$ cat src/rtl/writeback_stage.sv
// Writeback stage: selects ALU/link/load result, aligns and extends load data, drives the register-file write port.
// Latency: one cycle from acceptance (or from mem_rvalid for a pending load) to the rd_we strobe.
// Backpressure: in_ready drops while a load waits for memory; optional misaligned-load trap via WB_MISALIGN_CHECK_EN.
module writeback_stage #(
    parameter int XLEN   = 32,
    parameter int REG_AW = 5
) (
    input  logic              clk,
    input  logic              rst,
    input  logic              in_valid,
    output logic              in_ready,
    input  logic              in_we,
    input  logic [REG_AW-1:0] in_rd,
    input  logic [1:0]        in_src,
    input  logic [2:0]        in_funct3,
    input  logic [XLEN-1:0]   in_alu,
    input  logic [XLEN-1:0]   in_link,
    input  logic              mem_rvalid,
    input  logic [XLEN-1:0]   mem_rdata,
    output logic              rd_we,
    output logic [REG_AW-1:0] rd_addr,
    output logic [XLEN-1:0]   rd_data,
    output logic              trap
);

    localparam logic [1:0] SRC_ALU  = 2'd0;
    localparam logic [1:0] SRC_LOAD = 2'd1;
    localparam logic [1:0] SRC_LINK = 2'd2;
    localparam logic [1:0] SRC_RSVD = 2'd3;

    // Byte-lane index bits that exist inside one memory word (2 bits at XLEN=32, 3 at XLEN=64).
    localparam logic [2:0] LANE_MASK = 3'(XLEN / 8 - 1);

    typedef enum logic {
        S_IDLE,
        S_WAIT_MEM
    } state_t;

    state_t r_state;
    state_t w_state_nxt;

    // Fields of a load parked while memory has not answered yet.
    logic [REG_AW-1:0] r_ld_rd;
    logic              r_ld_we;
    logic [2:0]        r_ld_f3;
    logic [2:0]        r_ld_off;

    logic              r_rd_we;
    logic [REG_AW-1:0] r_rd_addr;
    logic [XLEN-1:0]   r_rd_data;

    logic [2:0]        w_f3;
    logic [2:0]        w_off;
    logic [2:0]        w_size_m1;
    logic [2:0]        w_lane;
    logic [XLEN-1:0]   w_shifted;
    logic [63:0]       w_sh64;
    logic [63:0]       w_ext64;
    logic              w_f3_legal;
    logic [XLEN-1:0]   w_ld_data;
    logic              w_trap_req;

    logic              w_done;
    logic              w_we;
    logic [REG_AW-1:0] w_addr;
    logic [XLEN-1:0]   w_data;
    logic              w_latch;

    assign in_ready = (r_state == S_IDLE);
    assign rd_we    = r_rd_we;
    assign rd_addr  = r_rd_addr;
    assign rd_data  = r_rd_data;

    // Load data path: pick size/offset from the live bus in IDLE or the parked load otherwise, then align and extend.
    always_comb begin
        w_f3  = (r_state == S_IDLE) ? in_funct3 : r_ld_f3;
        w_off = (r_state == S_IDLE) ? in_alu[2:0] : r_ld_off;

        case (w_f3[1:0])
            2'b00:   w_size_m1 = 3'd0;
            2'b01:   w_size_m1 = 3'd1;
            2'b10:   w_size_m1 = 3'd3;
            default: w_size_m1 = 3'd7;
        endcase

        // Offset is rounded down to the access size and wrapped into the word, so misaligned loads never straddle.
        w_lane    = w_off & ~w_size_m1 & LANE_MASK;
        w_shifted = mem_rdata >> {w_lane, 3'b000};
        w_sh64    = 64'(w_shifted);

        case (w_f3)
            3'b011, 3'b110: w_f3_legal = (XLEN == 64);
            3'b111:         w_f3_legal = 1'b0;
            default:        w_f3_legal = 1'b1;
        endcase

        case (w_f3)
            3'b000:  w_ext64 = {{56{w_sh64[7]}},  w_sh64[7:0]};
            3'b001:  w_ext64 = {{48{w_sh64[15]}}, w_sh64[15:0]};
            3'b010:  w_ext64 = {{32{w_sh64[31]}}, w_sh64[31:0]};
            3'b011:  w_ext64 = w_sh64;
            3'b100:  w_ext64 = {56'd0, w_sh64[7:0]};
            3'b101:  w_ext64 = {48'd0, w_sh64[15:0]};
            3'b110:  w_ext64 = {32'd0, w_sh64[31:0]};
            default: w_ext64 = 64'd0;
        endcase

        if (!w_f3_legal) begin
            w_ext64 = 64'd0;
        end

        w_ld_data = w_ext64[XLEN-1:0];
    end

`ifdef WB_MISALIGN_CHECK_EN
    logic w_misalign;
    logic r_trap;

    // A legal load whose address bits below the access size are non-zero is misaligned.
    assign w_misalign = w_f3_legal && ((w_off & w_size_m1) != 3'd0);
    assign w_trap_req = w_misalign;
    assign trap       = r_trap;

    // Trap strobe: one cycle after a misaligned load is presented in IDLE.
    always_ff @(posedge clk) begin
        if (rst) begin
            r_trap <= 1'b0;
        end else begin
            r_trap <= (r_state == S_IDLE) && in_valid && (in_src == SRC_LOAD) && w_misalign;
        end
    end
`else
    assign w_trap_req = 1'b0;
    assign trap       = 1'b0;
`endif

    // Next-state and completion decode.
    always_comb begin
        w_state_nxt = r_state;
        w_done      = 1'b0;
        w_we        = 1'b0;
        w_addr      = r_rd_addr;
        w_data      = r_rd_data;
        w_latch     = 1'b0;

        case (r_state)
            S_IDLE: begin
                if (in_valid) begin
                    if (in_src != SRC_LOAD) begin
                        w_done = 1'b1;
                        w_addr = in_rd;
                        w_we   = in_we && (in_src != SRC_RSVD);
                        w_data = (in_src == SRC_LINK) ? in_link : in_alu;
                    end else if (w_trap_req) begin
                        w_done = 1'b0;
                    end else if (mem_rvalid) begin
                        // Memory already answered: finish without visiting WAIT_MEM.
                        w_done = 1'b1;
                        w_addr = in_rd;
                        w_we   = in_we;
                        w_data = w_ld_data;
                    end else begin
                        w_latch     = 1'b1;
                        w_state_nxt = S_WAIT_MEM;
                    end
                end
            end
            S_WAIT_MEM: begin
                if (mem_rvalid) begin
                    w_done      = 1'b1;
                    w_addr      = r_ld_rd;
                    w_we        = r_ld_we;
                    w_data      = w_ld_data;
                    w_state_nxt = S_IDLE;
                end
            end
            default: w_state_nxt = S_IDLE;
        endcase
    end

    // State register and parked-load fields.
    always_ff @(posedge clk) begin
        if (rst) begin
            r_state  <= S_IDLE;
            r_ld_rd  <= '0;
            r_ld_we  <= 1'b0;
            r_ld_f3  <= 3'd0;
            r_ld_off <= 3'd0;
        end else begin
            r_state <= w_state_nxt;
            if (w_latch) begin
                r_ld_rd  <= in_rd;
                r_ld_we  <= in_we;
                r_ld_f3  <= in_funct3;
                r_ld_off <= in_alu[2:0];
            end
        end
    end

    // Register-file write port: strobe only on completion, never to x0; address/data follow every completion.
    always_ff @(posedge clk) begin
        if (rst) begin
            r_rd_we   <= 1'b0;
            r_rd_addr <= '0;
            r_rd_data <= '0;
        end else begin
            r_rd_we <= w_done && w_we && (w_addr != '0);
            if (w_done) begin
                r_rd_addr <= w_addr;
                r_rd_data <= w_data;
            end
        end
    end

    logic w_unused_src;
    assign w_unused_src = (in_src == SRC_ALU);

endmodule

$ cat config.mk
export PLATFORM = sky130hd
export DESIGN_NAME = writeback_stage
export DESIGN_NICKNAME = d
export VERILOG_FILES = /design/src/rtl/writeback_stage.sv
export SDC_FILE = /design/constraint.sdc
export NUM_CORES = 1
export LEC_CHECK = 0
export ABC_AREA = 1
export CORE_MARGIN = 3
export CORE_UTILIZATION = 35
export DETAILED_ROUTE_END_ITERATION = 8
export PLACE_DENSITY = 0.69
export SLEW_MARGIN = 40
export SYNTH_ARGS = -nofsm -noshare
export SYNTH_HDL_FRONTEND = slang
export SYNTH_SLANG_ARGS = --single-unit
$ cat constraint.sdc
create_clock -name clk -period 3.79 [get_ports clk]
set_input_delay 0.758 -clock clk [delete_from_list [all_inputs] [get_ports clk]]
set_output_delay 0.758 -clock clk [all_outputs]
set_load 0.02 [all_outputs]
Word-level counts from Yosys, hierarchy flattened
Index checks and enable logic that the tools add are counted.
- register bits after elaboration: 50
- output and inout bits: 40
- logic and storage cells: 63
- eq/ne operators: 13
- shifts and indexed selects: 1
- multiplexer cells: 29
- bitwise operators: 3
- reduce and logical (&&, ||, !) cells: 9
- operator list (kind ; number):
    one-hot mux 32 bit (6 select lines) ; 1
    two-way mux 32 bit ; 5
    one-hot mux 32 bit (2 select lines) ; 1
    right shift 32 x 5 -> 32 bit ; 1
    two-way mux 5 bit ; 4
    equality test 3 bit (second input constant) ; 4
    two-way mux 1 bit ; 11
    one-hot mux 5 bit (2 select lines) ; 1
    equality test 3 x 2 -> 1 bit (second input constant) ; 2
    one-hot mux 1 bit (2 select lines) ; 3
    one-hot mux 2 bit (3 select lines) ; 1
    nonzero test 5 bit ; 1
    equality test 2 bit (second input constant) ; 2
    inequality test 2 bit (second input constant) ; 2
    equality test 3 x 1 -> 1 bit (second input constant) ; 1
    logical AND 1 bit ; 3
    logical NOT 3 bit ; 1
    two-way mux 3 bit ; 1
    OR reduction 3 bit ; 1
    AND 2 bit ; 1
    equality test 2 x 1 -> 1 bit (second input constant) ; 1
    logical NOT 2 bit ; 1
    two-way mux 2 bit ; 1
    inequality test 2 x 1 -> 1 bit (second input constant) ; 1
    4 further kinds ; 4

Logic depth before layout (Yosys ltp)
- word-level depth: 12
- mapped depth: 15
- depth with buffers taken out: 15

Worst setup path before layout
Ideal clock, no wire load.
- kind: input -> register
- start: input port in_funct3[1]
- end: register r_rd_data[20] (netlist: rd_data[20])
- setup time: 0.068 ns
- arrival time: 1.886 ns
- required time: 3.722 ns
- path slack: 1.836 ns
- stages: 13
- path buffers: 2
- cells stage by stage: inv_1 -> nand2_2 -> nand2_4 -> buf_2 -> nand4_1 -> nand3_2 -> nand3_4 -> buf_6 -> nand3_1 -> nand2_1 -> nand2_1 -> nand2_1 -> a21oi_2
- word-level cells in the longest chain between the ends: 12
- ends and longest elaborated chain (what ; line ; text):
    start, declared ; 15 ; input logic [2:0] in_funct3,
    two-way mux 3 bit * ; 76 ; w_f3 = (r_state == S_IDLE) ? in_funct3 : r_ld_f3;
    equality test 2 bit, or another cell as far along ; 79 ; case (w_f3[1:0])
    one-hot mux 2 bit (3 select lines) ; 79 ;
    inverter 2 bit ; 87 ; w_lane = w_off & ~w_size_m1 & LANE_MASK;
    AND 2 bit ; 87 ;
    right shift 32 x 5 -> 32 bit ; 88 ; w_shifted = mem_rdata >> {w_lane, 3'b000};
    one-hot mux 32 bit (6 select lines) ; 97 ; case (w_f3)
    two-way mux 32 bit * ; 108 ; if (!w_f3_legal) begin
    two-way mux 32 bit * ; 156, 169 ;
    two-way mux 32 bit ; 149 ; if (in_src != SRC_LOAD) begin
    two-way mux 32 bit ; 148 ; if (in_valid) begin
    one-hot mux 32 bit (2 select lines) * ; 146 ; case (r_state)
    end signal, assigned ; 210 ; r_rd_data <= w_data;
    end, declared ; 50 ; logic [XLEN-1:0] r_rd_data;
Mark *: on every way between the ends. The rest lies on a longest branch, timed or not. The select of a mux whose other input is x is not followed.
A chain may end at the register's enable or synchronous reset.

Worst setup path in the final report
- start: register r_state
- end: register r_rd_data[15] (netlist: rd_data[15])
- word-level cells in the longest chain between the ends: 12
- ends and longest elaborated chain (what ; line ; text):
    start, declared ; 39 ; state_t r_state;
    start signal, assigned ; 190 ; r_state <= w_state_nxt;
    two-way mux 3 bit ; 76 ;
    equality test 2 bit, or another cell as far along ; 79 ;
    one-hot mux 2 bit (3 select lines) ; 79 ;
    inverter 2 bit ; 87 ;
    AND 2 bit ; 87 ;
    right shift 32 x 5 -> 32 bit ; 88 ;
    one-hot mux 32 bit (6 select lines) ; 97 ;
    two-way mux 32 bit ; 108 ;
    two-way mux 32 bit ; 156, 169 ;
    two-way mux 32 bit ; 149 ;
    two-way mux 32 bit ; 148 ;
    one-hot mux 32 bit (2 select lines) ; 146 ;
Several ways; a longest one is shown, not always the timed one. The select of a mux whose other input is x is not followed.

==> impl_metrics.ini <==
[layout]
nets = 924
fin_util_pct = 51.3
final_area_sq_um = 5660
area_growth_pct = 40.8
n_antenna_cell = 0
drive_gt1_share_pct = 6.14

[synth]
ys_ff_latch = 50
yosysUniqueCellTypes = 30
syn-cell-area_sq_um = 4020
ys_dominant_reg_cell = dfxtp_1
synth_fp_nets = 810
ys_warn_count = 0
yosysSeqAreaShare_pct = 24.9
synth_edf_count = 0
syn_area_per_cell_sq_um = 5.75
netlist_instances = 699
async_reset_ff_share_pct = 0

[grt]
grt.overflow.total = 0
first_global_vias = 4505
grt_usage_pct = 21.6
grt_max_degree = 45
grt_pass1_wl_um = 22900
antenna_found_initial = 0

[power]
max-vdd-ir-drop_mv = 0.221
p_per_area_nw_per_um2 = 305
power.leakage_uw = 0.00255

[cts]
numCtsBuffers = 5
post_cts.repair.setup_buffers = 0
htreeDepth = 2
clk-insertion-delay-late_ns = 0.29
post_cts_resized = 0
cts_hold_buf = 0
clk_pin_slew_worst_paths_ns = 0.07
cts_root_buf = clkbuf_16
cts_tree = built
clk_path_buf_depth = 2
clock_sinks = 50

[worst_setup_path]
crit_start = r_state
start_kind = register
worstPathRequired_ns = 4.01
endpoint = rd_data[15]
crit_cells = 12
cpLargestDelayFamily = simple AND/OR/NAND/NOR gates
worstPathCellList = inv_2 > nand2_1 > nand2_4 > nand3_4 > nand2_1 > nand3_2 > nand3_4 > nand2_1 > nand2_1 > nand2_1 > nand3_1 > a21oi_1
critPathMaxFanout = 44
rrSetupSlack_ns = 0.87
critPathKind = register to register
cp_common_cell = nand2_1
rr_startpoint = r_state
regToRegEndpoint = rd_data[15]
rr_worst_depth = 12
path_buf_inv = 1
cp-end-kind = register
cpPeakStageDelay_ns = 0.76
cpMaxStageDelayCell = dfxtp_1
arrival_ns = 3.14

[route]
routedWlPerCell_um = 15.0
drc_errors = 0
initialDrtViolationCount = 364
wirelength_um = 14300
drtAntennaViolNets = 0
via_per_inst = 5.18
vias = 4945
first_pass_iters = 6

[placement]
place_congestion = 0.870
dp_hpwl_um = 10700
dpl-instance-area_sq_um = 5480
portBuffers = 149
place_ws_ns = 0.677

[timing]
finClkSkew_ns = 0.00388
clock.fmax_mhz = 342
period_minus_slack_ns = 2.92
setup_viol = 0
report.final.slew_viol_count = 0
setup_ws_ns = 0.870
worst_pin_slew_ns = 0.671
rsz0062_at_grt = no
min_period_over_period_pct = 77.0
relSlewSlack_pct = 55.2
whs_ns = 0.448
setup_tns_ns = 0
hold_viol_final = 0

[die]
die_h_um = 113
coreArea_sq_um = 11000
dieArea_sq_um = 12800
initial_utilization_pct = 36.4
fp-row-count = 38
die_w_um = 113
io_pins = 151

[min_path]
min_path_type = register to register
min-delay-start = r_ld_rd[1]

[job]
drv_cap = 0

[status]
outcome = completed
[synthesized netlist by cell type, types with 2 or more instances]
master | n | area share (%)
a21oi_1 | 86 | 11
a21oi_2 | 3 | 0.65
buf_2 | 14 | 1.7
buf_4 | 2 | 0.37
buf_6 | 7 | 2.0
clkbuf_1 | 28 | 2.6
dfxtp_1 | 50 | 25
inv_1 | 55 | 5.1
inv_2 | 6 | 0.56
nand2_1 | 261 | 24
nand2_2 | 3 | 0.47
nand2_4 | 4 | 1.1
nand3_1 | 77 | 9.6
nand3_2 | 9 | 2.2
nand3_4 | 3 | 1.3
nand4_1 | 10 | 1.6
nor2_1 | 21 | 2.0
o211ai_1 | 8 | 1.5
o21ai_0 | 39 | 4.9
o21ai_1 | 3 | 0.37
[sequential cells by signal (all words and copies together), names as in the netlist]
signal and count:
rd_data 32, rd_addr 5, r_ld_rd 5, r_ld_off 2, r_ld_we 1, r_state 1, rd_we 1, r_ld_f3 3
[cell type report]
class                           count  area (sq um)
Timing Repair Buffer              158          1560
Clock inverter                      3          43.8
Sequential cell                    50          1000
Multi-Input combinational cell    537          2530
Tap cell                          140           175
Inverter                           61           229
Clock buffer                        5           125
Fill cell                        1164          5370
[worst min-delay path by stage]
stage / to / cells past startpoint
6_report: r_ld_rd[1] / 2
5_1_grt: r_ld_rd[1] / 2
4_1_cts: r_ld_rd[0] / 2
3_5_place_dp: r_ld_rd[0] / 2
3_3_place_gp: r_ld_rd[2] / 2
2_1_floorplan: r_ld_we / 2
[metal layers]
layer | global-route usage [%] | wire length (um) | vias up
li1 | - | - | 2494
met1 | 31.8 | 6520 | 2236
met2 | 33.2 | 6490 | 206
met3 | 4.12 | 1240 | 9
met4 | 3.69 | 95 | 0
met5 | 0 | 0 | -
[cells by family after synthesis]
| logic type | count (synthesis) | synth area share (%) |
|---|---|---|
| AO/OA/AOI/OAI | 145 | 19.3 |
| buffers and inverters | 112 | 12.4 |
| flip-flops | 50 | 24.9 |
| other | 1 | 0.0933 |
| AND/OR/NAND/NOR | 391 | 43.3 |
[metrics by stage]
stage               instances  power [uW]
floorplan                 699         948
global placement          945        1200
detailed placement        945        1210
CTS                       953        1740
global route              954        1830
finish                    954        1730
[where the power goes]
| part | leakage [uW] | total (uW) | internal, uW | switching (uW) |
|---|---|---|---|---|
| clock network | 0.0000842 | 529 | 313 | 215 |
| registers | 0.000410 | 591 | 563 | 28.2 |
| logic | 0.00206 | 608 | 274 | 334 |
[cell usage in the layout (no fill, tap or decap), drive strengths merged]
master	instances
a21oi	89
inv	62
o21ai	42
o21a	1
bufinv	1
o2111ai	1
a21boi	1
clkinv	1
buf	9
dfxtp	50
nor3	1
a32oi	1
conb	1
nand4	11
nand2	268
a22o	1
clkdlybuf4s50	149
o211ai	8
nor2	22
nand3	89
a31oi	1
clkbuf	5
[tightest hold or removal path, stage by stage (launching register included)]
cell     delay (ns)
dfxtp_1        0.31
inv_1          0.04
a21oi_1        0.05
(Power assumes the default switching activity.)
==> RTL edit (config.mk and constraints unchanged) <==
`XLEN`: 32 -> 24. Comments in the files are not updated.
--- a/src/rtl/writeback_stage.sv
+++ b/src/rtl/writeback_stage.sv
@@ -2,7 +2,7 @@
 // Latency: one cycle from acceptance (or from mem_rvalid for a pending load) to the rd_we strobe.
 // Backpressure: in_ready drops while a load waits for memory; optional misaligned-load trap via WB_MISALIGN_CHECK_EN.
 module writeback_stage #(
-    parameter int XLEN   = 32,
+    parameter int XLEN   = 24,
     parameter int REG_AW = 5
 ) (
     input  logic              clk,
Ports: changed (resized in_alu, in_link, mem_rdata and rd_data); port bits go from 151 to 119. No check against the original RTL was run, so the function may have changed too.
==> RTL edit against the unedited design <==
  * Core utilization increased by 0.50 points
  * Wire length is 34% lower
  * Worst setup slack improved by 0.16 ns
  * Register-to-register slack improved by 0.59 ns
  * Synthesized cell count fell by 29%
  * Sequential share of layout area is 1.5 points higher
  * Synthesized area fell by 25%
  * Cell count decreased by 26%
  * Non-clock buffer count fell by 35
  * Sequential cell count decreased by 9
  * Total power decreased by 30%
  * Cell area shrank 24%
==> RTL edit: results (changes against the unedited design) <==
run_status:
  outcome: "complete, no violations"  # unchanged
critical_path:
  path_max_fanout: 15  # was 44
  arrival_ns: 2.00  # was 3.14 ns
  cp_top_family: "buffers and inverters"  # was simple AND/OR/NAND/NOR gates
  critical_path.max_stage_delay_ns: 0.78  # was 0.76 ns
yosys:
  synth_area_leaders: "dfxtp_1 27%, nand2_1 21%, a21oi_1 8.4%"  # was dfxtp_1 25%, nand2_1 24%, a21oi_1 11%
  syn_nets: 584  # was 810
  netlist_instances: 497  # was 699
  yosys.cell_types.count: 31  # was 30
  synthXorXnorAreaFrac_pct: 0  # unchanged
  yosys-mux-area-fraction_pct: 0  # unchanged
  synthTopCellsByCount: "169 x nand2_1, 50 x a21oi_1, 50 x nand3_1"  # was 261 x nand2_1, 86 x a21oi_1, 77 x nand3_1
  synth_compound_area_share_pct: 21.5  # was 19.3%
  yosysSeqAreaShare_pct: 27.4  # was 24.9%
  async_reset_ff_share_pct: 0  # unchanged
power_and_ir_drop:
  p_leak_uw: 0.00194  # was 0.00255 uW
  irDropWorstVdd_mv: 0.115  # was 0.221 mV
  finalPower_uw: 1210  # was 1730 uW
  pg_seq_uw: 484  # was 591 uW
  comb-power_uw: 428  # was 608 uW
  swShare_pct: 33.3  # was 33.4%
grt:
  grt_max_degree: 49  # was 45
  antenna_found_initial: 0  # unchanged
  grtUsageMet3_pct: 3.89  # was 4.12%
  grt_pass1_wl_um: 15200  # was 22900 um
  met1_usage_pct: 26.2  # was 31.8%
  grt_pass1_vias: 3116  # was 4505
  grt_use_met2_pct: 30.3  # was 33.2%
  track_usage_pct: 19.1  # was 21.6%
cells_and_area:
  fillers: 847  # was 1164
  layout.nets: 685  # was 924
  largest_register_ffs: 24  # was 32
  drive_gt1_share_pct: 9.03  # was 6.14%
  stdcell_count: 703  # was 954
  diodes: 0  # unchanged
place:
  dp.cells: 696  # was 945
  port_buffers: 117  # was 149
  dpl.hpwl_um: 7220  # was 10700 um
  gp_congestion: 0.907  # was 0.870
clock_tree:
  clk_latency_ns: 0.30
  clkTransAtPathRegs_ns: 0.08
  postCtsSetupRepairBufs: 0  # unchanged
  numCtsBuffers: 5  # unchanged
  ctsResizeCount: 0  # unchanged
  clockRootBuffer: "clkbuf_8"  # was clkbuf_16
  clockBufferDepth: 2  # unchanged
  h-tree-depth: 2  # unchanged
routing:
  dr.pass1.iters: 4  # was 6
  wl_met1_um: 4400  # was 6520 um
  via_count: 3470  # was 4945
  wl_met2_um: 4360  # was 6490 um
  drt-total-wl_um: 9530  # was 14300 um
  drt_iter0_markers: 246  # was 364
  met3WireLength_um: 557  # was 1240 um
timing:
  skew_ns: 0.00660  # was 0.00388 ns
  tightest_slew_ns: 0.729  # was 0.671 ns
  final_max_slew_viol_count: 0  # unchanged
min_path:
  hold_path.class: "reg -> reg"  # unchanged
-- RTL edit: layout make-up --
cell class	instances	area, um2	area share, %
tap	105	131	3.07
clock buffer	7	86.3	2.02
timing repair buffer	123	1220	28.4
multi-input combinational	375	1830	42.7
sequential	41	821	19.2
inverter	52	195	4.56
-- RTL edit: final timing paths --
kind              startpoint     endpoint  slack, ns  depth (start not counted)
hold reg to reg   rd_data[6]   rd_data[6]       0.49                          2
setup / recovery     r_state     in_ready       1.03                          2
hold / removal    rd_data[6]   rd_data[6]       0.49                          2
setup reg to reg     r_state  rd_data[17]       1.46                         10
-- RTL edit: per-stage QoR --
stage	worst slack (ns)	instance area, um2	hold slack, ns
final	1.03	4280	0.489
after global routing	0.944	4280	0.518
after CTS	1.05	4280	0.487
after detailed placement	0.902	4190	0.475
after global placement	0.969	4190	0.468
after floorplan	1.99	3000	0.476
-- RTL edit: logic make-up after synthesis --
kind of cell	count (synthesis)
other	1
AOI/OAI and AO/OA	109
and+or+nand+nor	265
buffers and inverters	81
DFF	41
